[config.mk]
export PLATFORM = sky130hd
export DESIGN_NAME = add_rca_pipe_flat
export DESIGN_NICKNAME = d
export VERILOG_FILES = /design/src/rtl/add_pkg.sv /design/src/rtl/add_rca_pipe_if.sv /design/src/rtl/add_rca_seg.sv /design/src/rtl/add_rca_pipe.sv /design/src/flat_wrapper.sv
export SDC_FILE = /design/constraint.sdc
export NUM_CORES = 1
export LEC_CHECK = 0
export CORE_ASPECT_RATIO = 1.2
export CORE_MARGIN = 4
export CORE_UTILIZATION = 54
export DETAILED_ROUTE_END_ITERATION = 6
export GPL_ROUTABILITY_DRIVEN = 0
export MAX_ROUTING_LAYER = met4
export PLACE_DENSITY = 0.79
export SETUP_SLACK_MARGIN = 0.15
export SLEW_MARGIN = 25
export SYNTH_ARGS = -nofsm -noshare
export SYNTH_HDL_FRONTEND = slang
export SYNTH_SLANG_ARGS = --single-unit
[constraint.sdc]
create_clock -name clk -period 2.5 [get_ports clk]
set_clock_uncertainty 0.05 [all_clocks]
set_input_delay 0.5 -clock clk [delete_from_list [all_inputs] [get_ports clk]]
set_output_delay 0.5 -clock clk [all_outputs]
set_load 0.03 [all_outputs]
[src/rtl/add_pkg.sv]
// Shared constants and elaboration helpers for the pipelined ripple-carry adder.
package add_pkg;

  localparam logic MODE_ADD = 1'b0;
  localparam logic MODE_SUB = 1'b1;

  function automatic int unsigned stages(input int unsigned width, input int unsigned seg);
    return (seg == 0) ? 1 : width / seg;
  endfunction

  // Legal only when the operand splits into whole segments.
  function automatic bit seg_ok(input int unsigned width, input int unsigned seg);
    return (width >= 1) && (seg >= 1) && (seg <= width) && ((width % seg) == 0);
  endfunction

endpackage

[src/rtl/add_rca_pipe_if.sv]
// Operand/result stream bundle for add_rca_pipe, valid/ready on both sides.
interface add_rca_pipe_if #(
  parameter int unsigned WIDTH = 16
);
  logic             in_valid;
  logic             in_ready;
  logic [WIDTH-1:0] a;
  logic [WIDTH-1:0] b;
  logic             c_in;
  logic             sub;
  logic             out_valid;
  logic             out_ready;
  logic [WIDTH-1:0] sum;
  logic             c_out;
  logic             ovf;

  modport master (
    output in_valid, a, b, c_in, sub, out_ready,
    input  in_ready, out_valid, sum, c_out, ovf
  );

  modport slave (
    input  in_valid, a, b, c_in, sub, out_ready,
    output in_ready, out_valid, sum, c_out, ovf
  );
endinterface

[src/rtl/add_rca_seg.sv]
// Combinational SEG-bit ripple of full adders; also exposes the carry into the top bit.
module add_rca_seg #(
  parameter int unsigned SEG = 4
) (
  input  logic [SEG-1:0] a,
  input  logic [SEG-1:0] b,
  input  logic           c_in,
  output logic [SEG-1:0] sum,
  output logic           c_out,
  output logic           c_msb_in
);
  localparam int N = int'(SEG);

  always_comb begin : ripple
    logic cy;
    cy       = c_in;
    sum      = '0;
    c_msb_in = 1'b0;
    for (int i = 0; i < N; i++) begin
      if (i == N - 1) c_msb_in = cy;
      sum[i] = a[i] ^ b[i] ^ cy;
      cy     = (a[i] & b[i]) | (cy & (a[i] ^ b[i]));
    end
    c_out = cy;
  end
endmodule

[src/rtl/add_rca_pipe.sv]
// Pipelined ripple-carry adder/subtractor: one SEG-bit segment per stage,
// carry and partial sum registered between stages, full valid/ready backpressure.
module add_rca_pipe
  import add_pkg::*;
#(
  parameter int unsigned WIDTH = 16,
  parameter int unsigned SEG   = 4
) (
  input logic          clk,
  input logic          rst_n,
  add_rca_pipe_if.slave bus
);
  localparam int unsigned STAGES = stages(WIDTH, SEG);
  localparam int          NS     = int'(STAGES);

  if (!seg_ok(WIDTH, SEG)) begin : g_bad_seg
    $error("add_rca_pipe: WIDTH must be a nonzero multiple of SEG");
  end

  logic [STAGES-1:0] v;
  logic [STAGES-1:0] load;
  logic [STAGES-1:0] cy_q;
  logic              ovf_q;
  logic [WIDTH-1:0]  opa_q [STAGES];
  logic [WIDTH-1:0]  opb_q [STAGES];
  logic [WIDTH-1:0]  ps_q  [STAGES];

  logic [WIDTH-1:0]  sa     [STAGES];
  logic [WIDTH-1:0]  sb     [STAGES];
  logic [WIDTH-1:0]  sps    [STAGES];
  logic [WIDTH-1:0]  ps_nxt [STAGES];
  logic [SEG-1:0]    seg_sum[STAGES];
  logic              seg_cm [STAGES];
  logic [STAGES-1:0] scy;
  logic [STAGES-1:0] sv;
  logic [STAGES-1:0] seg_co;
  logic [WIDTH-1:0]  b_eff;

  assign b_eff = (bus.sub == MODE_SUB) ? ~bus.b : bus.b;

  // Ready ripples back from the output; an empty stage frees every stage behind it.
  always_comb begin : ready_chain
    logic r;
    r    = bus.out_ready;
    load = '0;
    for (int k = NS - 1; k >= 0; k--) begin
      r       = !v[k] || r;
      load[k] = r;
    end
  end

  for (genvar k = 0; k < NS; k++) begin : g_stage
    localparam logic [WIDTH-1:0] MASK = WIDTH'({SEG{1'b1}}) << (k * NS'(0) + k * int'(SEG));

    if (k == 0) begin : g_head
      assign sa[k]  = bus.a;
      assign sb[k]  = b_eff;
      assign sps[k] = '0;
      assign scy[k] = (bus.sub == MODE_SUB) ? 1'b1 : bus.c_in;
      assign sv[k]  = bus.in_valid;
    end else begin : g_body
      assign sa[k]  = opa_q[k-1];
      assign sb[k]  = opb_q[k-1];
      assign sps[k] = ps_q[k-1];
      assign scy[k] = cy_q[k-1];
      assign sv[k]  = v[k-1];
    end

    add_rca_seg #(.SEG(SEG)) u_seg (
      .a        (sa[k][k*int'(SEG) +: SEG]),
      .b        (sb[k][k*int'(SEG) +: SEG]),
      .c_in     (scy[k]),
      .sum      (seg_sum[k]),
      .c_out    (seg_co[k]),
      .c_msb_in (seg_cm[k])
    );

    // Splice this stage's segment into the completed lower bits carried with the beat.
    assign ps_nxt[k] = (sps[k] & ~MASK) | (WIDTH'(seg_sum[k]) << (k * int'(SEG)));
  end

  always_ff @(posedge clk or negedge rst_n) begin
    if (!rst_n) begin
      v     <= '0;
      cy_q  <= '0;
      ovf_q <= 1'b0;
      for (int k = 0; k < NS; k++) begin
        opa_q[k] <= '0;
        opb_q[k] <= '0;
        ps_q[k]  <= '0;
      end
    end else begin
      for (int k = 0; k < NS; k++) begin
        if (load[k]) begin
          v[k] <= sv[k];
          if (sv[k]) begin
            opa_q[k] <= sa[k];
            opb_q[k] <= sb[k];
            ps_q[k]  <= ps_nxt[k];
            cy_q[k]  <= seg_co[k];
          end
        end
      end
      if (load[NS-1] && sv[NS-1]) ovf_q <= seg_cm[NS-1] ^ seg_co[NS-1];
    end
  end

  assign bus.in_ready  = load[0];
  assign bus.out_valid = v[NS-1];
  assign bus.sum       = ps_q[NS-1];
  assign bus.c_out     = cy_q[NS-1];
  assign bus.ovf       = ovf_q;

endmodule
[src/flat_wrapper.sv]
// flat-port wrapper written by rule: the top's interface ports become plain ports
module add_rca_pipe_flat import add_pkg::*;
#(
  parameter int unsigned WIDTH = 16,
  parameter int unsigned SEG   = 4
)
  (clk, rst_n, bus_in_valid, bus_a, bus_b, bus_c_in, bus_sub, bus_out_ready, bus_in_ready, bus_out_valid, bus_sum, bus_c_out, bus_ovf);
  add_rca_pipe_if #(.WIDTH(WIDTH)) bus_i ();
  input logic clk;
  input logic rst_n;
  input wire logic [$bits(bus_i.in_valid)-1:0] bus_in_valid;
  input wire logic [$bits(bus_i.a)-1:0] bus_a;
  input wire logic [$bits(bus_i.b)-1:0] bus_b;
  input wire logic [$bits(bus_i.c_in)-1:0] bus_c_in;
  input wire logic [$bits(bus_i.sub)-1:0] bus_sub;
  input wire logic [$bits(bus_i.out_ready)-1:0] bus_out_ready;
  output wire logic [$bits(bus_i.in_ready)-1:0] bus_in_ready;
  output wire logic [$bits(bus_i.out_valid)-1:0] bus_out_valid;
  output wire logic [$bits(bus_i.sum)-1:0] bus_sum;
  output wire logic [$bits(bus_i.c_out)-1:0] bus_c_out;
  output wire logic [$bits(bus_i.ovf)-1:0] bus_ovf;
  assign bus_i.in_valid = bus_in_valid;
  assign bus_i.a = bus_a;
  assign bus_i.b = bus_b;
  assign bus_i.c_in = bus_c_in;
  assign bus_i.sub = bus_sub;
  assign bus_i.out_ready = bus_out_ready;
  assign bus_in_ready = bus_i.in_ready;
  assign bus_out_valid = bus_i.out_valid;
  assign bus_sum = bus_i.sum;
  assign bus_c_out = bus_i.c_out;
  assign bus_ovf = bus_i.ovf;
  add_rca_pipe #(.WIDTH(WIDTH), .SEG(SEG)) u_core (.clk(clk), .rst_n(rst_n), .bus(bus_i));
endmodule
==> results.json <==
{
  "die-area_um2": 9320,
  "final_max_slew_viol_count": 0,
  "die_w_um": 88.8,
  "arrival_ns": 2.55,
  "whs_ns": 0.0188,
  "antenna_left": 0,
  "path_class": "input pin to flop",
  "fin_nets": 410,
  "hp-class": "input pin to asynchronous set/reset pin",
  "multi_input_area_um2": 1660,
  "synth_top_area_share": 0.574,
  "fin_crit_ns": 2.36,
  "wl_um": 7020,
  "synthTopCellsByCount": "dfrtp_1 (97), mux2_2 (72), inv_1 (35)",
  "grt_usage": 0.172,
  "antenna_found_initial": 0,
  "antenna_cells": 0,
  "relSlewSlack": 0.717,
  "start_kind": "input pin",
  "yosysWarnings": 0,
  "yosys.cell_types.count": 18,
  "cts_hold_buf": 0,
  "drc": 0,
  "path_cells": "buf_6, buf_8, xnor2_4, fa_2, inv_2, fa_2, inv_2, fa_2, inv_2, fa_1, mux2_4",
  "reg2reg_slack_ns": 0.23,
  "cts_tree": "built",
  "ios": 58,
  "hold_violations": 0,
  "drive_above_1_share": 0.349,
  "overflow": 0,
  "cts_made_buffers": 9,
  "setup.worst_path.end_class": "flop",
  "ys.flop_type": "dfrtp_1",
  "die_height_um": 105,
  "rsz0062_at_grt": "true",
  "grt_max_degree": 46,
  "p_leak_nw": 2.38,
  "clk_pin_slew_ns": 0.10,
  "synthArstFlopShare": 1.00,
  "drt_iter0_drc": 63,
  "core_um2": 7660,
  "synth_top_cell_by_area": "dfrtp_1",
  "seq_area_um2": 2430,
  "crit_buf_inv": 5,
  "pre_cts_slack_ns": -0.610,
  "fill_cells": 524,
  "setup_viol": 0,
  "drt-pass1-iter-count": 4,
  "critical-path-slowest-cell": "fa_2",
  "yosys-top-cells-area": "dfrtp_1 (57%), mux2_2 (19%), fa_1 (7.6%), inv_1 (3.1%), xor2_1 (2.5%)",
  "initial_core_util": 0.552,
  "port_buffers": 57,
  "clock.fmax_mhz": 424,
  "worst_slack_ns": 0.144,
  "reg2reg_depth": 9,
  "clk_latency_ns": 0.36,
  "synth_seq_area_share": 0.574,
  "wire_per_inst_um": 15.5,
  "vias": 2311,
  "cp_top_family": "adder cells",
  "crit_required_ns": 2.69,
  "ir_drop_mv": 0.635,
  "synthToLayoutAreaGrowth_pct": 25.1,
  "synth_edf_count": 0,
  "hpwl_um": 5080,
  "clkSinkCount": 97,
  "r2r-end": "u_core.bus.ovf",
  "status": "complete, no violations",
  "cts_buffer_depth": 2,
  "syn_area_um2": 4230,
  "grt_pass1_wl_um": 11900,
  "synth_nets": 341,
  "postSynthCellCount": 287,
  "cpPeakStageDelay_ns": 0.39,
  "cts_root_buf": "clkbuf_8",
  "cp_max_fo": 4,
  "synth.most_common_cell": "dfrtp_1",
  "worstMarginPinSlew_ns": 0.424,
  "rows": 35,
  "grt_pass1_vias": 2402,
  "rr_startpoint": "u_core.opa_q[28]",
  "vias_per_cell": 5.10,
  "power_density_nw_per_um2": 1070,
  "h-tree-depth": 3,
  "synth_area_per_cell_um2": 14.7,
  "period_share": 0.942,
  "ys_ff_latch": 97,
  "maxCapViolCount": 0
}
## registers in the layout (all words and copies together), names as in the netlist
| register | count |
|---|---|
| u_core.cy_q | 4 |
| u_core.bus.ovf | 1 |
| u_core.bus.sum | 16 |
| u_core.ps_q | 24 |
| u_core.opb_q | 24 |
| u_core.v | 4 |
| u_core.opa_q | 24 |
## through the flow
step / std cells / utilization / TNS [ns] / instance area, um2 / power [mW]
3_5_place_dp: 434 / 0.654 / -1.30 / 5010 / 4.46
6_report: 453 / 0.691 / 0 / 5290 / 5.69
4_1_cts: 451 / 0.687 / 0 / 5260 / 5.70
3_3_place_gp: 434 / 0.654 / -1.17 / 5010 / 4.35
2_1_floorplan: 287 / - / -0.274 / 4280 / 3.70
5_1_grt: 453 / 0.691 / 0 / 5290 / 6.09
## layer usage
metal  track usage  vias up  share of wire
met5             -        -              0
met4        0.0767        0          0.021
met2         0.258       43           0.51
li1              -     1083              -
met3        0.0244       13          0.032
met1         0.233     1172           0.44
## worst reg2reg max path, cell delays in order (launching register included)
cell and delay (ns):
dfrtp_1 0.42, fa_2 0.39, inv_2 0.06, fa_2 0.18, inv_2 0.04, fa_2 0.40
inv_2 0.07, fa_2 0.20, xnor2_1 0.08, mux2_2 0.26
## kinds of logic (layout without fill, tap and decap cells)
| logic type | after synthesis | in the layout | share of synthesized area |
|---|---|---|---|
| buffers and inverters | 45 | 119 | 0.0458 |
| AOI/OAI and AO/OA | 11 | 11 | 0.0145 |
| adders and majority gates | 16 | 16 | 0.0757 |
| xor gates and xnor gates | 17 | 17 | 0.0352 |
| and+or+nand+nor | 13 | 13 | 0.0183 |
| DFF | 97 | 97 | 0.574 |
| muxes | 88 | 88 | 0.237 |
## report_power, final
part	internal, mW	switching, mW
Combinational	1.07	0.926
Sequential	2.14	0.326
Clock	0.695	0.536
## placed cells by master (no fill, tap or decap), types with 2 or more instances in the layout
cell	synthesis	layout
dfrtp_1	97	97
mux2_2	72	71
buf_12	0	5
bufinv_16	0	3
mux2i_1	10	10
o21ai_0	10	9
inv_1	35	28
clkbuf_8	0	10
inv_2	0	7
dlygate4sd2_1	0	2
fa_1	16	9
buf_4	0	7
clkdlybuf4s50_1	0	51
fa_2	0	7
nand2b_1	4	4
mux2_4	6	7
nand2_1	5	5
xor2_1	12	12
xnor2_1	5	4
## area by class of cell
cell class	instances	area share
tap	92	0.0217
sequential	97	0.459
timing repair buffer	68	0.135
multi-input combinational	145	0.313
inverter	35	0.0248
clock inverter	6	0.0213
clock buffer	10	0.0260
## worst max-delay path by stage
stage / startpoint / endpoint / slack, ns / cells after the start
3_3_place_gp: bus_sub / u_core.ps_q[51] / -0.57 / 11
4_1_cts: bus_sub / u_core.ps_q[51] / 0.07 / 11
5_1_grt: bus_sub / u_core.ps_q[51] / 0.11 / 11
3_5_place_dp: bus_sub / u_core.ps_q[51] / -0.61 / 11
2_1_floorplan: bus_sub / u_core.ps_q[51] / -0.21 / 11
6_report: bus_sub / u_core.ps_q[51] / 0.14 / 11
## repair_timing
item | CTS | global route
buffers inserted | 1 | 2
gates resized for setup | 14 | 9
endpoints found under the setup margin | 2 | 4
pin swaps | 6 | 7
No activity file was read; power rests on OpenSTA's default activity.
